[src/rtl/puzzle_move_engine.sv]
// Move engine for a ROWS x COLS sliding-tile puzzle: holds the board, checks
// and applies blank moves, keeps a circular undo history, reports solved state.

// One board cell: offers its tile if it is the blank or the move target,
// and takes the swapped-in tile when it is either of them.
module puzzle_move_cell #(
  parameter int TILE_W = 4,
  parameter int POS_W  = 4,
  parameter int IDX    = 0
) (
  input  logic [POS_W-1:0]  blank,
  input  logic [POS_W-1:0]  tgt,
  input  logic [TILE_W-1:0] cur,
  input  logic [TILE_W-1:0] tile_b,
  input  logic [TILE_W-1:0] tile_t,
  output logic [TILE_W-1:0] sel_b,
  output logic [TILE_W-1:0] sel_t,
  output logic [TILE_W-1:0] nxt
);
  logic is_b, is_t;

  // Cell-local match against blank/target and swap selection
  always_comb begin
    is_b  = (blank == POS_W'(IDX));
    is_t  = (tgt == POS_W'(IDX));
    sel_b = is_b ? cur : '0;
    sel_t = is_t ? cur : '0;
    nxt   = is_b ? tile_t : (is_t ? tile_b : cur);
  end
endmodule

module puzzle_move_engine #(
  parameter int ROWS       = 3,
  parameter int COLS       = 3,
  parameter int TILE_W     = 4,
  parameter int POS_W      = 4,
  parameter int HIST_DEPTH = 8,
  parameter int CNT_W      = 16,
  localparam int N         = ROWS * COLS,
  localparam int STATE_W   = POS_W + N * TILE_W,
  localparam int HL_W      = $clog2(HIST_DEPTH + 1)
) (
  input  logic               clk,
  input  logic               rst,
  input  logic               load_valid,
  input  logic [STATE_W-1:0] load_board,
  input  logic [STATE_W-1:0] goal_board,
  input  logic               cmd_valid,
  output logic               cmd_ready,
  input  logic [2:0]         cmd_op,
  output logic               rsp_valid,
  output logic               rsp_legal,
  output logic               rsp_solved,
  output logic [STATE_W-1:0] board,
  output logic [CNT_W-1:0]   move_count,
  output logic [HL_W-1:0]    hist_level
);
  localparam int PTR_W = (HIST_DEPTH > 1) ? $clog2(HIST_DEPTH) : 1;
  localparam logic [2:0] OP_UNDO = 3'd4;
  // Direction codes are chosen so the inverse is a flip of bit 0.
  localparam logic [1:0] D_UP = 2'd0, D_DOWN = 2'd1, D_LEFT = 2'd2, D_RIGHT = 2'd3;

  typedef enum logic [1:0] {S_IDLE, S_EXEC, S_RESP} state_t;

  state_t             state_q, state_d;
  logic [2:0]         op_q;
  logic               legal_q;
  logic [STATE_W-1:0] board_q;
  logic [CNT_W-1:0]   cnt_q;
  logic [HL_W-1:0]    lvl_q;
  logic [PTR_W-1:0]   wp_q;
  logic [1:0]         stack_q [HIST_DEPTH];

  logic [POS_W-1:0]          blank, tgt, row, col;
  logic [PTR_W-1:0]          top_idx;
  logic [1:0]                dir;
  logic                      in_range, dir_ok, legal;
  logic [TILE_W-1:0]         tile_b, tile_t;
  logic [0:N-1][TILE_W-1:0]  tiles, sel_b, sel_t, nxt_tiles;
  logic [STATE_W-1:0]        nxt_board;

  assign blank = board_q[STATE_W-1 -: POS_W];
  assign tiles = board_q[STATE_W-POS_W-1:0];

  // Legality and target index for the latched command
  always_comb begin
    top_idx  = (wp_q == '0) ? PTR_W'(HIST_DEPTH - 1) : wp_q - 1'b1;
    dir      = (op_q == OP_UNDO) ? (stack_q[top_idx] ^ 2'b01) : op_q[1:0];
    row      = blank / POS_W'(COLS);
    col      = blank % POS_W'(COLS);
    in_range = ({1'b0, blank} < (POS_W+1)'(N));
    dir_ok   = 1'b0;
    tgt      = blank;
    case (dir)
      D_UP:    begin dir_ok = (row != '0);               tgt = blank - POS_W'(COLS); end
      D_DOWN:  begin dir_ok = (row < POS_W'(ROWS - 1));  tgt = blank + POS_W'(COLS); end
      D_LEFT:  begin dir_ok = (col != '0);               tgt = blank - 1'b1;         end
      default: begin dir_ok = (col < POS_W'(COLS - 1));  tgt = blank + 1'b1;         end
    endcase
    legal = in_range && dir_ok &&
            ((op_q < OP_UNDO) || ((op_q == OP_UNDO) && (lvl_q != '0)));
  end

  for (genvar i = 0; i < N; i++) begin : g_cell
    puzzle_move_cell #(.TILE_W(TILE_W), .POS_W(POS_W), .IDX(i)) u_cell (
      .blank (blank),
      .tgt   (tgt),
      .cur   (tiles[i]),
      .tile_b(tile_b),
      .tile_t(tile_t),
      .sel_b (sel_b[i]),
      .sel_t (sel_t[i]),
      .nxt   (nxt_tiles[i])
    );
  end

  // Gather the two swapped tiles and assemble the moved board
  always_comb begin
    tile_b = '0;
    tile_t = '0;
    for (int i = 0; i < N; i++) begin
      tile_b = tile_b | sel_b[i];
      tile_t = tile_t | sel_t[i];
    end
    nxt_board = {tgt, nxt_tiles};
  end

  // FSM next state and handshake/response outputs
  always_comb begin
    state_d    = state_q;
    cmd_ready  = 1'b0;
    rsp_valid  = 1'b0;
    rsp_legal  = 1'b0;
    rsp_solved = 1'b0;
    case (state_q)
      S_IDLE: begin
        cmd_ready = 1'b1;
        if (cmd_valid) state_d = S_EXEC;
      end
      S_EXEC: state_d = S_RESP;
      S_RESP: begin
        rsp_valid  = 1'b1;
        rsp_legal  = legal_q;
        rsp_solved = (board_q == goal_board);
        state_d    = S_IDLE;
      end
      default: state_d = S_IDLE;
    endcase
  end

  // State register; a load aborts whatever is in flight
  always_ff @(posedge clk or posedge rst) begin
    if (rst) begin
      state_q <= S_IDLE;
      op_q    <= '0;
      legal_q <= 1'b0;
    end else if (load_valid) begin
      state_q <= S_IDLE;
      legal_q <= 1'b0;
    end else begin
      state_q <= state_d;
      if (state_q == S_IDLE && cmd_valid) op_q <= cmd_op;
      if (state_q == S_EXEC) legal_q <= legal;
    end
  end

  // Board, counter and undo history updates
  always_ff @(posedge clk or posedge rst) begin
    if (rst) begin
      board_q <= '0;
      cnt_q   <= '0;
      lvl_q   <= '0;
      wp_q    <= '0;
      for (int i = 0; i < HIST_DEPTH; i++) stack_q[i] <= '0;
    end else if (load_valid) begin
      board_q <= load_board;
      cnt_q   <= '0;
      lvl_q   <= '0;
      wp_q    <= '0;
    end else if (state_q == S_EXEC && legal) begin
      board_q <= nxt_board;
      if (op_q == OP_UNDO) begin
        wp_q  <= top_idx;
        lvl_q <= lvl_q - 1'b1;
        if (cnt_q != '0) cnt_q <= cnt_q - 1'b1;
      end else begin
        // Full stack overwrites the oldest entry; occupancy pins at depth.
        stack_q[wp_q] <= dir;
        wp_q  <= (wp_q == PTR_W'(HIST_DEPTH - 1)) ? '0 : wp_q + 1'b1;
        if (lvl_q != HL_W'(HIST_DEPTH)) lvl_q <= lvl_q + 1'b1;
        if (!(&cnt_q)) cnt_q <= cnt_q + 1'b1;
      end
    end
  end

  assign board      = board_q;
  assign move_count = cnt_q;
  assign hist_level = lvl_q;
endmodule

[config.mk]
export PLATFORM = sky130hd
export DESIGN_NAME = puzzle_move_engine
export DESIGN_NICKNAME = d
export VERILOG_FILES = /design/src/rtl/puzzle_move_engine.sv
export SDC_FILE = /design/constraint.sdc
export NUM_CORES = 1
export LEC_CHECK = 0
export BUFFER_PORTS_ARGS = -buffer_cell sky130_fd_sc_hd__buf_4
export CAP_MARGIN = 20
export CORE_MARGIN = 1.5
export CORE_UTILIZATION = 30
export CTS_CLUSTER_SIZE = 12
export DETAILED_ROUTE_END_ITERATION = 6
export MAX_ROUTING_LAYER = met4
export PLACE_DENSITY = 0.49
export SLEW_MARGIN = 20
export SYNTH_ARGS = -nofsm -noshare
export SYNTH_HDL_FRONTEND = slang
export SYNTH_SLANG_ARGS = --single-unit
[constraint.sdc]
create_clock -name clk -period 4.6 [get_ports clk]
set_input_delay 0.92 -clock clk [delete_from_list [all_inputs] [get_ports clk]]
set_output_delay 0.92 -clock clk [all_outputs]
set_load 0.005 [all_outputs]
# After elaboration in Yosys (flattened, before gate mapping)
# Index checks and enable logic that the tools add are counted.
# op_classes
addsub	10
mux	70
order_cmp	7
n_reduce_logical	42
div_mod_pow	2
n_bitwise	21
eq_ne	27
# op_table
op	count
$mux 4	40
$mux 16	5
$mux 40	2
$or 4x4->4	16
$eq 40x40->1	1
$eq 4x3->1 const B	8
$reduce_bool 3->1	10
$reduce_and 2->1	11
$add 16x1->16 const B	1
$bwmux 16	1
$eq 4x2->1 const B	4
$reduce_and 16->1	1
$reduce_bool 16->1	1
$sub 16x1->16 const B	1
$mux 3	5
$mux 2	6
$pmux 4 s3	1
$reduce_bool 4->1	3
$add 4x1->4 const B	2
$eq 4x1->1 const B	2
$eq 4x4->1 const B	2
$ge 4x4->1 const B	2
$logic_not 4->1	2
$lt 4x2->1 const B	2
29 further kinds	50
# word_totals
word_cells	203
ff_bits	85
input_bits	87

# Depth between registers and ports, before layout
# Gate-level depths: netlist (run 1).
# depth
ltp_word	23
ltp_mapped	23

# By module
# From an unflattened synthesis (run 1), not the netlist that was laid out.
# unflattened
cells_unflattened	837
area_unflattened_um2	7633.6
# by_module_without_submodules
module	instances	cells_per_inst	area_per_inst_um2
puzzle_move_engine	1	618	6037.0
puzzle_move_cell at g_cell[1].u_cell ...	4	23	182.7
puzzle_move_cell at g_cell[3].u_cell ...	3	24	177.7
puzzle_move_cell at g_cell[0].u_cell	1	23	177.7
puzzle_move_cell at g_cell[7].u_cell	1	32	155.1

# Worst setup path after synthesis (run 1)
# OpenSTA, ideal clock, no wires.
# synth_timing
path_type	reg-to-reg
from	register wp_q[0]
to	register board_q[29], in the netlist board[29]
path_stages_with_launch	24
synth_period_minus_slack_ns	4.991
arrival_time_ns	4.849
t_required_ns	4.457
slack_ns	-0.391
setup_ns	0.143
path_cell_list	dfrtp_1 > clkbuf_1 > inv_1 > ha_1 > buf_4 > mux2_2 > and3_1 > o41a_1 > o21ai_2 > buf_4 > clkbuf_1 > nand2b_1 > inv_1 > ha_1 > a21oi_1 > nor2_1 > xnor2_1 > and2_1 > a221oi_2 > or2_2 > buf_2 > or4_1 > o221ai_1 > a31oi_1
# synth_via
elab_chain_cells	23
elab_cells_between_ends	49
cone_classes	add/sub: 1; eq/ne: 10; mux: 19; bitwise: 10; reduce/logical: 9
# synth_rtl
element	line	rtl
from (decl)	71	logic [PTR_W-1:0] wp_q;
from (signal assigned)	183	wp_q <= top_idx;
from (signal assigned)	189	wp_q <= (wp_q == PTR_W'(HIST_DEPTH - 1)) ? '0 : wp_q + 1'b1;
$sub 3x1->3 / $logic_not 3->1 (equally long branches)	87	top_idx = (wp_q == '0) ? PTR_W'(HIST_DEPTH - 1) : wp_q - 1'b1;
$mux 3 (*)	87	
$not 3->4 (implied by the code) (*)	88	dir = (op_q == OP_UNDO) ? (stack_q[top_idx] ^ 2'b01) : op_q[1:0];
$bmux 2 s3 (*)	88	
$mux 2 (implied by the code) (*) (2 in series)	88	
$not 1->1 (no line)	-	
$mux 2 (*)	88	
$eq 2x2->1 (tied with other cells)	94	case (dir)
$pmux 4 s3	94	
$eq 4x1->1 / $logic_not 4->1 (equally long branches)	25	is_t = (tgt == POS_W'(IDX));
$mux 4	27	sel_t = is_t ? cur : '0;
$or 4x4->4 (8 in series)	123	tile_t = tile_t | sel_t[i];
$mux 4	28	nxt = is_b ? tile_t : (is_t ? tile_b : cur);
$mux 40	180	end else if (state_q == S_EXEC && legal) begin
$mux 40	175	end else if (load_valid) begin
to (signal assigned)	176	board_q <= load_board;
to (signal assigned)	181	board_q <= nxt_board;
to (decl)	68	logic [STATE_W-1:0] board_q;
# Every way passes the cells marked *; elsewhere a longest branch is shown, timed or not. The select of a mux whose other input is x is not followed.
# A chain may end at the register's enable or synchronous reset.

# Final worst setup path (run 1)
# layout_timing
from	register wp_q[1]
to	register board_q[9], in the netlist board[9]
# Same word-level chain as after synthesis.

==> impl_metrics.tcl, run 1 <==
set metrics [dict create \
    outcome "finished clean" \
    rr_startpoint "wp_q[1]" \
    clock_sinks 85 \
    busiest_layer "met2" \
    ir_drop_uv 195 \
    root_buffer "clkbuf_16" \
    fin_crit_ns 4.31 \
    r2r_setup_slack_ns 0.29 \
    cts_tree "done" \
    grt_pass1_wl_mm 43.0 \
    drt-total-wl_mm 28.6 \
    setup_tns_ns 0 \
    path_clk_slew_ns 0.08 \
    hp-start "stack_q[6]" \
    path_cells "inv_2 -> ha_2 -> buf_4 -> mux2i_1 -> mux4_2 -> o21ai_2 -> nand2b_4 -> inv_1 -> ha_1 -> a21oi_1 -> nor2_1 -> xnor2_1 -> and2_4 -> a221oi_4 -> nor2_4 -> a221o_2 -> and3b_1 -> a311oi_1" \
    arrival_ns 4.58 \
    synthTopCellsByArea "dfrtp_1, xnor2_1, ha_1" \
    met1_usage_pct 32.1 \
    p_switching_mw 1.48 \
    leakage_nw 4.04 \
    finalSetupViolCount 0 \
    power.total_mw 3.36 \
    finalCritPeriodShare_pct 93.7 \
    antennaDiodeCount 0 \
    slowest_delay_ns 0.50 \
    crit_start "wp_q[1]" \
    worstHoldPathCells 1 \
    final.setup.worst_slack_ns 0.288 \
    synth_top_area_share_pct 29.4 \
    worstRegToRegCells 18 \
    ys_types 80 \
    dp_slack_ns 0.0857 \
    netlist_area_sq_um 7250 \
    final_layout_size_suffix_gt1_share_pct 27.5 \
    cp_max_fo 8 \
    cts.path.max_buffers 2 \
    hold_buffers 0 \
    vias 7542 \
    ys_seq_area_share_pct 29.4 \
    ios 151 \
    grt_max_degree 64 \
    async_reset_ff_share_pct 100 \
    die_y_microns 158 \
    crit_path_start_kind "flip-flop" \
    die_w_microns 158 \
    use_met2_pct 34.9 \
    hold_viol 0 \
    initial_core_util_pct 30.7 \
    synth_seq_cells 85 \
    hold_path_class "reg -> reg" \
    synth_area_per_cell_sq_um 8.49 \
    mappedNetlistNets 971 \
    drc_errors 0 \
    pwr-share-seq_pct 28.5 \
    worstMarginPinSlew_ns 0.743 \
    overflow 0 \
    fmax_mhz 232 \
    synthCells 853 \
    numPortBuffers 150 \
    critPathKind "reg -> reg" \
    p_per_area_nw_per_um2 360 \
    min_to "stack_q[6]" \
    clkLatencyLatePin_ns 0.36 \
    track_usage_pct 23.5 \
    gp_congestion 0.941 \
    grt_antenna_before_repair 0 \
    slew_headroom_pct 50.4 \
    routed_via_density 5.65 \
    slowest_stage "mux4_2" \
    yosysWarningCount 0 \
    skew_ns 0.0102 \
    wl_per_cell_microns 21.4 \
    ctsHtreeMaxLevel 3 \
    syn2layout_area_growth_pct 29.0 \
    synth_edf_count 0 \
    hpwl_mm 21.3 \
    rsz0062_at_grt "false" \
    crit_path_end_kind "flip-flop" \
    core_sq_um 23600 \
    grt_pass1_vias 7166 \
    use_met3_pct 5.36 \
    synthFlopType "dfrtp_1" \
    clkPwrFrac_pct 22.5 \
    r2r_end "board[9]" \
    drt_iter0_markers 714 \
    nets 1129 \
    cp.required_ns 4.87 \
    cap_violations 0 \
    cts_buffers 9 \
    synth_top_area_cell "dfrtp_1" \
    p_comb_share_pct 49.0 \
    finalMaxSlewViolations 0 \
    num_rows 56 \
    p_int_mw 1.88 \
    antenna_left 0 \
    dieArea_sq_um 25100 \
    dr.pass1.iters 6 \
    switching_share_pct 44.0 \
]
critical path, delay by kind of cell (launching register included):
family,cells,cell delay (ns)
multiplexers,2,0.62
AO/OA/AOI/OAI,5,1.45
AND/OR/NAND/NOR,5,0.74
buffers and inverters,3,0.29
XOR/XNOR,1,0.15
adder cells (fa/ha/maj),2,0.57
flip-flops,1,0.39
through the flow:
step	hold WS (ns)	std cells	util (%)	area [sq um]
global route	0.526	1335	39.6	9350
finish	0.511	1335	39.6	9350
floorplan	0.450	853	-	7280
CTS	0.503	1333	39.0	9220
global placement	0.484	1317	37.8	8920
detailed placement	0.487	1317	37.8	8920
kinds of logic (layout without fill, tap and decap cells):
family,count (synthesis),in the layout,share of synthesized area (%)
flops,85,85,29.4
xor+xnor,61,61,7.37
fa+ha+maj,31,31,5.66
buf+inv,82,244,4.54
mux,39,39,6.34
simple gates,305,305,21.1
compound gates,250,251,25.7
power groups by stage:
stage | registers, mW | logic, mW | clock network, mW
6_report | 0.958 | 1.65 | 0.755
5_1_grt | 0.969 | 1.79 | 0.802
4_1_cts | 0.956 | 1.55 | 0.775
3_5_place_dp | 0.971 | 1.54 | 0
3_3_place_gp | 0.972 | 1.54 | 0
2_1_floorplan | 0.918 | 1.01 | 0
layout make-up:
| cell class | count | area, sq um |
|---|---|---|
| fill | 2431 | 14300 |
| timing repair buffer | 196 | 1470 |
| clock buffer | 9 | 225 |
| tap | 319 | 399 |
| multi-input combinational | 687 | 4920 |
| inverter | 32 | 125 |
| clock inverter | 7 | 76.3 |
| sequential | 85 | 2130 |
sequential cells by signal (all words and copies together) (netlist names):
| signal | count |
|---|---|
| move_count | 16 |
| board | 40 |
| op_q | 3 |
| stack_q | 16 |
| wp_q | 3 |
| state_q | 2 |
| legal_q | 1 |
| hist_level | 4 |
synthesized netlist by cell type (all sizes together), types with 12 or more instances:
| master | instances |
|---|---|
| nand2 | 73 |
| nand2b | 12 |
| inv | 30 |
| ha | 28 |
| nand3 | 29 |
| nor2b | 13 |
| a21oi | 46 |
| o21ai | 39 |
| clkbuf | 33 |
| a221oi | 15 |
| mux2i | 14 |
| a211oi | 15 |
| nor4 | 15 |
| nand4 | 16 |
| xnor2 | 56 |
| nor3 | 27 |
| a22oi | 18 |
| o31ai | 13 |
| buf | 17 |
| nor2 | 67 |
| and2 | 21 |
| dfrtp | 85 |
| mux2 | 22 |
per-layer routing:
metal  vias up  wire [microns]
met5         -               0
met4         0             620
met3        57            2310
met2       339           12600
met1      3626           13000
li1       3520               -
how the worst max path moves through the flow:
| stage | to | slack, ns |
|---|---|---|
| global route | stack_q[2] | 0.009 |
| floorplan | board[29] | 0.008 |
| finish | board[9] | 0.29 |
| CTS | board[32] | 0.07 |
| global placement | board[20] | 0.15 |
| detailed placement | board[32] | 0.09 |
what timing repair did:
action	in CTS	in global routing
gates resized for setup	0	24
setup buffers	0	1
endpoints found under the setup margin	0	37
cells in the final DEF, fill, tap and decap left out, drive strengths merged, types with 16 or more instances in the layout:
cell	n
nand4	16
ha	28
dfrtp	85
a22oi	18
nor3	27
mux2	22
nand2	73
xnor2	56
and2	21
a21oi	46
inv	33
o21ai	39
buf	196
nand3	29
nor2	67
(Power assumes the default switching activity.)
==> inputs of run 2 (changes only) <==
--- a/config.mk
+++ b/config.mk
@@ -8,11 +8,12 @@
 export BUFFER_PORTS_ARGS = -buffer_cell sky130_fd_sc_hd__buf_4
 export CAP_MARGIN = 20
 export CORE_MARGIN = 1.5
-export CORE_UTILIZATION = 30
+export CORE_UTILIZATION = 45
 export CTS_CLUSTER_SIZE = 12
 export DETAILED_ROUTE_END_ITERATION = 6
+export GPL_TIMING_DRIVEN = 0
 export MAX_ROUTING_LAYER = met4
-export PLACE_DENSITY = 0.49
+export PLACE_DENSITY = 0.68
 export SLEW_MARGIN = 20
 export SYNTH_ARGS = -nofsm -noshare
 export SYNTH_HDL_FRONTEND = slang
==> impl_metrics.tcl, run 2 (same netlist as run 1, synthesis figures left out) <==
set metrics [dict create \
    finalSetupViolCount 0 \
    routed_via_density 6.38 \
    hold_buffers 0 \
    outcome "finished clean" \
    hold_path_class "reg -> reg" \
    worstMarginPinSlew_ns 0.968 \
    grt_pass1_wl_mm 43.2 \
    fmax_mhz 222 \
    cp.required_ns 4.86 \
    ios 151 \
    cap_violations 0 \
    fin_crit_ns 4.50 \
    final_layout_size_suffix_gt1_share_pct 30.0 \
    nets 1165 \
    grt_antenna_before_repair 0 \
    track_usage_pct 35.6 \
    final_common_cell "buf_4" \
    cts_buffers 9 \
    antenna_left 0 \
    ir_drop_uv 211 \
    die_y_microns 130 \
    root_buffer "clkbuf_16" \
    mostFrequentLayoutCells "buf_4, dfrtp_1, nand2_1, nor2_1, xnor2_1" \
    p_per_area_nw_per_um2 368 \
    fillers 1455 \
    hold_slack_ns 0.506 \
    crit_path_start_kind "flip-flop" \
    path_clk_slew_ns 0.06 \
    gp_congestion 1.00 \
    drt_iter0_markers 947 \
    num_rows 46 \
    antennaDiodeCount 0 \
    overflow 0 \
    postPlaceCellArea_sq_um 8720 \
    power.total_mw 3.53 \
    cp_max_fo 8 \
    fin_util_pct 60.5 \
    arrival_ns 4.76 \
    dieArea_sq_um 16900 \
    leakage_nw 4.16 \
    finalCritPeriodShare_pct 97.8 \
    die_w_microns 130 \
    design_area_sq_um 9580 \
    numPortBuffers 149 \
    r2r_setup_slack_ns 0.10 \
    initial_core_util_pct 45.8 \
    cts_tree "done" \
    final.setup.worst_slack_ns 0.103 \
    dp_slack_ns -1.22 \
    dr.pass1.iters 6 \
    syn2layout_area_growth_pct 32.3 \
    wl_per_cell_microns 22.9 \
    skew_ns 0.00764 \
    critPathKind "reg -> reg" \
    slew_headroom_pct 35.1 \
    drt-total-wl_mm 29.1 \
    ctsHtreeMaxLevel 3 \
    cts.path.max_buffers 2 \
    hpwl_mm 21.5 \
    clock_sinks 85 \
    finalMaxSlewViolations 0 \
    clkLatencyLatePin_ns 0.36 \
    grt_pass1_vias 7327 \
    largest_reg_flops 40 \
    vias 8086 \
    hold_viol 0 \
    grt_max_degree 32 \
    drc_errors 0 \
    crit_path_end_kind "flip-flop" \
    core_sq_um 15800 \
]
run 2: worst max-delay path: stages, from the launching register on:
cell and delay [ns]:
dfrtp_1 0.40, inv_4 0.05, ha_4 0.30, buf_4 0.13, buf_4 0.10, mux4_2 0.55, o21ai_4 0.21, buf_6 0.14
nand2b_4 0.06, inv_2 0.06, ha_4 0.19, a21oi_2 0.15, nor2_2 0.07, xnor2_2 0.16, and2_4 0.21, a221oi_4 0.54
nor2_4 0.14, a221o_2 0.48, and3b_1 0.21, a311oi_1 0.24
run 2: timing repair:
action,4_1_cts,5_1_grt
resized for setup,53,35
setup endpoints to repair,80,77
pin swaps,19,16
setup buffers,27,11
run 2: per-stage QoR:
stage          setup TNS [ns]  instances
6_report                    0       1268
4_1_cts                     0       1260
2_1_floorplan               0        853
5_1_grt              -0.00697       1268
3_3_place_gp           -77.23       1218
3_5_place_dp           -81.71       1220
run 2: cell type report:
type	instances	area, sq um	area share (%)
Multi-Input combinational cell	686	5060	52.8
Sequential cell	85	2130	22.2
Timing Repair Buffer	188	1450	15.1
Tap cell	216	270	2.82
Clock buffer	12	256	2.68
Buffer	45	229	2.39
Inverter	32	134	1.40
Clock inverter	4	55.1	0.574
run 2: report_power, final:
part           total (mW)  internal, mW  switching, mW
sequential          0.968         0.823          0.145
clock               0.779         0.454          0.326
combinational        1.78         0.731           1.05
run 2: path summary, 6_finish.rpt:
kind / from / end / cells after the start
setup reg to reg: wp_q[0] / board[9] / 19
hold / removal: stack_q[3] / stack_q[3] / 1
max in group asynchronous: rst / wp_q[1] / 4
min in group asynchronous: rst / board[1] / 2
hold reg to reg: stack_q[3] / stack_q[3] / 1
setup / recovery: wp_q[0] / board[9] / 19
run 2: layer usage:
metal	vias up	GRT usage, %	share of wire, %
met5	-	-	0
met4	0	13.5	3.6
met3	107	6.60	11
met2	552	51.6	44
met1	3838	49.4	41
li1	3589	-	-
